`config.mk`:
```
export PLATFORM = sky130hd
export DESIGN_NAME = if_stage
export DESIGN_NICKNAME = d
export VERILOG_FILES = /design/src/rtl/if_stage.sv
export SDC_FILE = /design/constraint.sdc
export NUM_CORES = 1
export LEC_CHECK = 0
export CAP_MARGIN = 0
export CORE_MARGIN = 1.5
export CORE_UTILIZATION = 53
export CTS_CLUSTER_SIZE = 28
export DETAILED_ROUTE_END_ITERATION = 7
export HOLD_SLACK_MARGIN = 0.05
export PLACE_DENSITY_LB_ADDON = 0.15
export SLEW_MARGIN = 20
export SYNTH_ARGS = -nofsm -noshare
export SYNTH_HDL_FRONTEND = slang
export SYNTH_SLANG_ARGS = --single-unit
```
`constraint.sdc`:
```
create_clock -name clk -period 3.8 [get_ports clk]
set_clock_uncertainty 0.05 [all_clocks]
set_input_delay 0.95 -clock clk [delete_from_list [all_inputs] [get_ports clk]]
set_output_delay 0.95 -clock clk [all_outputs]
set_load 0.02 [all_outputs]
```
`src/rtl/if_stage.sv`:
```
// Instruction fetch stage: one outstanding imem request, one-entry output buffer,
// redirect squashes the in-flight response and the buffered instruction.
package if_stage_pkg;
  typedef enum logic [1:0] {
    CTRL_STATE_Run     = 2'd0,
    CTRL_STATE_Stalled = 2'd1,
    CTRL_STATE_Flush   = 2'd2,
    CTRL_STATE_Bubble  = 2'd3
  } CTRL_Wire_Bus;
  localparam logic [31:0] NOP_INST = 32'h0000_0013;
endpackage

module if_stage
  import if_stage_pkg::*;
#(
  parameter logic [63:0] RESET_PC = 64'h0000_0000_8000_0000
) (
  input  logic         clk,
  input  logic         rst,
  input  CTRL_Wire_Bus ctrl_signal_i,
  input  logic         redirect_valid_i,
  input  logic [63:0]  redirect_pc_i,
  output logic         imem_req_o,
  output logic [63:0]  imem_addr_o,
  input  logic         imem_gnt_i,
  input  logic         imem_rvalid_i,
  input  logic [31:0]  imem_rdata_i,
  output logic [31:0]  if_inst_o,
  output logic [63:0]  pc_o,
  output logic         if_valid_o
);

  typedef enum logic [1:0] {S_REQ, S_WAIT, S_DROP} state_t;

  state_t      state_q, state_d;
  logic        started_q;
  logic [63:0] pc_q, fetch_pc;
  logic        buf_valid;
  logic [31:0] buf_inst;
  logic [63:0] buf_pc;
  logic        consume, req, fill;

  // started_q keeps the request low until the first edge after reset release
  always_comb begin
    consume = buf_valid && (ctrl_signal_i != CTRL_STATE_Stalled);
    req     = started_q && (state_q == S_REQ) && (!buf_valid || consume) && !redirect_valid_i;
    fill    = (state_q == S_WAIT) && imem_rvalid_i && !redirect_valid_i;
    state_d = state_q;
    case (state_q)
      S_REQ: begin
        if (redirect_valid_i) state_d = imem_gnt_i ? S_DROP : S_REQ;
        else if (req && imem_gnt_i) state_d = S_WAIT;
      end
      S_WAIT: begin
        if (redirect_valid_i) state_d = imem_rvalid_i ? S_REQ : S_DROP;
        else if (imem_rvalid_i) state_d = S_REQ;
      end
      S_DROP: if (imem_rvalid_i) state_d = S_REQ;
      default: state_d = S_REQ;
    endcase
  end

  always_ff @(posedge clk or negedge rst) begin
    if (!rst) state_q <= S_REQ;
    else      state_q <= state_d;
  end

  always_ff @(posedge clk or negedge rst) begin
    if (!rst) begin
      started_q <= 1'b0;
      pc_q      <= RESET_PC;
      fetch_pc  <= '0;
      buf_valid <= 1'b0;
      buf_inst  <= NOP_INST;
      buf_pc    <= '0;
    end else begin
      started_q <= 1'b1;
      if (redirect_valid_i) begin
        pc_q      <= redirect_pc_i & ~64'h3;
        buf_valid <= 1'b0;
      end else begin
        if (req && imem_gnt_i) begin
          fetch_pc <= pc_q;
          pc_q     <= pc_q + 64'd4;
        end
        // fill only happens in WAIT, after the request that was gated on a free buffer
        if (fill) begin
          buf_valid <= 1'b1;
          buf_inst  <= imem_rdata_i;
          buf_pc    <= fetch_pc;
        end else if (consume) begin
          buf_valid <= 1'b0;
        end
      end
    end
  end

  assign imem_req_o  = req;
  assign imem_addr_o = pc_q;
  assign if_valid_o  = buf_valid;
  assign if_inst_o   = buf_valid ? buf_inst : NOP_INST;
  assign pc_o        = buf_pc;

endmodule

```
Word level (Yosys, flattened, before mapping). Cells that the tools add are included.

Register bits: 228. Word-level logic and storage cells: 41. Output and inout port bits: 162. Input bits: 103.

Bitwise gates (word level): 1. Multiplexer cells: 13. Equality and inequality tests: 4. Add/sub/neg operators: 1. Reduce and logical (&&, ||, !) cells: 15.

Operators with widths (count): $mux W64 (2); $add A64 B3 Y64 const B (1); $mux W32 (1); $mux W2 (6); $logic_and A1 B1 Y1 (7); $pmux W2 S3 (1); $reduce_and A2 Y1 (2); $mux W1 (3); $ne A3 B2 Y1 const B (1); $reduce_bool A3 Y1 (1); $eq A2 B1 Y1 const B (1); $eq A2 B2 Y1 const B (1); $logic_not A1 Y1 (2); $logic_not A2 Y1 (1); $ne A2 B1 Y1 const B (1); $reduce_bool A2 Y1 (1); $logic_or A1 B1 Y1 (1); $not A1 Y1 (1).

Logic depth before layout (Yosys ltp).
Depth in word-level cells: 9. Mapped depth: 9. Mapped depth without buffers: 6.

Worst setup path before layout. Ideal clock, no wire load.

Path kind: input to output. Start point: input port redirect_valid_i. End point: output port imem_req_o. Path buffers: 1. Data required time: 2800 ps. Arrival: 1907 ps. Stages on the path: 3. Path slack: 893 ps. Path through: buf_6 -> or3b_4 -> nor3_1.

Cells in the longest elaborated chain, start to end: 2.

Ends and longest elaborated chain: start, declared (line 21) `input logic redirect_valid_i,`; $logic_not A1 Y1 (line 46) `req = started_q && (state_q == S_REQ) && (!buf_valid || consume) && !redirect_valid_i;`; $logic_and A1 B1 Y1 (line 46); end, declared (line 23) `output logic imem_req_o,`.

No other way between the ends.

Worst setup path in the final report.
Start point: input port ctrl_signal_i[1]. End point: output port imem_req_o.

Cells in the longest elaborated chain, start to end: 5.

Ends and longest elaborated chain: start, declared (line 20) `input CTRL_Wire_Bus ctrl_signal_i,`; $ne A2 B1 Y1 (line 45) `consume = buf_valid && (ctrl_signal_i != CTRL_STATE_Stalled);`; $logic_and A1 B1 Y1 (line 45); $logic_or A1 B1 Y1 (line 46); $logic_and A1 B1 Y1 (2 in series) (line 46).

No other way between the ends.

==> out/metrics.csv <==
metric;value;unit
p_comb_share;19.9;%
drc;0;
yosysWarnings;0;
synth-seq-cells;222;
tightest_slew;0.819;ns
slew_viol_final;0;
clkLatencyLatePin;0.50;ns
finalHoldViolCount;0;
die_area;20500;µm²
status;finished, final reports clean;
worst-path-max-fanout;5;
portBuffers;258;
vias;8782;
syn_area;10400;µm²
cts_resized;0;
cp.required;2.80;ns
clkSlewWorstSetupHoldPaths;0.06;ns
synth_cells;1003;
tritoncts;built;
finish.utilization;72.4;%
die_height;143;µm
start_kind;primary input;
wl_per_cell;19.1;µm
wirelength;29.2;mm
maxCapViolCount;0;
dr.pass1.iters;5;
rsz0062_at_grt;no;
peakVddDrop;0.000298;V
power.density;468;nW/µm²
h-tree-depth;1;
pwr-share-clk;32.9;%
cts_sinks;222;
diodes;0;
layout_common_cells;clkdlybuf4s50_1 (256), dfrtp_1 (218), nand2_1 (210);
switching_share;28.3;%
antenna_found_initial;1;
critPathKind;in2out;
async_reset_ff_share;100;%
grt_pass1_vias;8222;
start_util;53.8;%
die_x;143;µm
ctsHoldBuffers;0;
cts_buffers;23;
grt_max_degree;80;
area_growth;34.5;%
seq_area_frac_synth;53.5;%
ys.flop_type;dfrtp_1;
max_clock_freq;0.285;GHz
drive_gt1_share;13.4;%
final_common_cell;clkdlybuf4s50_1;
crit_path_end_kind;output port;
setup_viol;0;
hold_class;in2async;
post-route-period-util;92.4;%
dp_hpwl;20.4;mm
power_leakage;6.20;nW
p_switching;1.85;mW
avgSynthCellArea;10.4;µm²
min_period;3.51;ns
internal_power;4.69;mW
place.gp.congestion;0.847;
gr-usage-all-layers;28.3;%
synth_cell_types;60;
holdWs;0.355;ns
final.setup.tns;0;ns
cts_root_buf;clkbuf_16;
detail-route-antenna-nets;0;
drtIter0Drc;598;
core-area;19300;µm²
clock_path_buffers;3;
pwr-share-seq;47.3;%
top_level_ports;265;
post-cts-setup-buffers;0;
layout.nets;1353;
synth_edf_count;0;
num_rows;51;
arrival;2.51;ns
slew_headroom;45.4;%
grt_overflow_total;0;
vias_per_cell;5.74;
grt_pass1_wl;45.5;mm
-- cell usage after synthesis (all sizes together) (13+ instances only) --
library cell  count  area [µm²]
nand4            34         240
nand3            46         248
a22oi            13        97.6
mux2             96        1080
nand2           210         788
clkbuf           34         128
buf              26         151
dfrtp           218        5460
and2             42         263
o21ai            31         155
nor2             42         158
nor3             18         100
nor4             17         166
o211ai           14         105
-- routing by layer --
layer / routed length, µm / up-vias / GRT usage (%)
met5: 13 / - / 0
met4: 616 / 2 / 7.54
met3: 2510 / 47 / 6.47
met2: 13600 / 364 / 44.3
met1: 12400 / 4303 / 39.6
li1: - / 4066 / -
-- through the flow --
| step | instance area, µm² | power, mW | setup WS, ns | cells |
|---|---|---|---|---|
| finish | 14000 | 6.54 | 0.289 | 1529 |
| global route | 14000 | 6.86 | 0.123 | 1529 |
| CTS | 14000 | 6.61 | 0.259 | 1529 |
| detailed placement | 13300 | 4.43 | 0.264 | 1489 |
| global placement | 13300 | 4.39 | 0.279 | 1489 |
| floorplan | 10400 | 3.72 | 0.893 | 1006 |
-- registers in the layout, summed over array words and instances (netlist names) --
name,flops
state_q,2
pc_o,62
if_valid_o,1
started_q,1
imem_addr_o,62
buf_inst,32
fetch_pc,62
-- power groups by stage --
stage | clock network (mW) | registers (mW) | logic, mW
floorplan | 0 | 3.24 | 0.480
global placement | 0 | 3.11 | 1.28
detailed placement | 0 | 3.13 | 1.31
CTS | 2.20 | 3.09 | 1.31
global route | 2.30 | 3.15 | 1.41
finish | 2.15 | 3.09 | 1.30
-- critical path: stages --
cell	delay [ns]
clkdlybuf4s50_1	0.44
and3b_1	0.25
nor3_1	0.20
clkdlybuf4s50_1	0.67
-- final cells by class --
class | instances | area, µm²
timing repair buffer | 278 | 2800
multi-input combinational | 712 | 4550
sequential | 222 | 5560
fill | 1471 | 5340
tap | 265 | 332
clock buffer | 37 | 668
inverter | 12 | 45.0
clock inverter | 3 | 40.0
-- path summary, 6_finish.rpt --
path,depth (start not counted),slack (ns),endpoint,startpoint
min in group clk,2,0.42,fetch_pc[27],fetch_pc[27]
max in group asynchronous,2,2.38,pc_o[14],rst
max,4,0.29,imem_req_o,ctrl_signal_i[1]
min reg2reg,2,0.42,fetch_pc[27],fetch_pc[27]
min,1,0.36,buf_inst[24],rst
max reg2reg,5,1.01,imem_addr_o[44],imem_addr_o[30]
-- logic make-up after synthesis --
group | Yosys count | synth area share (%)
adders and majority gates | 1 | 0.120
xor gates and xnor gates | 5 | 0.421
buffers and inverters | 72 | 3.12
muxes | 108 | 11.5
AOI/OAI and AO/OA | 129 | 8.59
other | 2 | 0.0722
and+or+nand+nor | 464 | 22.7
DFF | 222 | 53.5
Note: power is estimated with default switching activity, not from simulation.
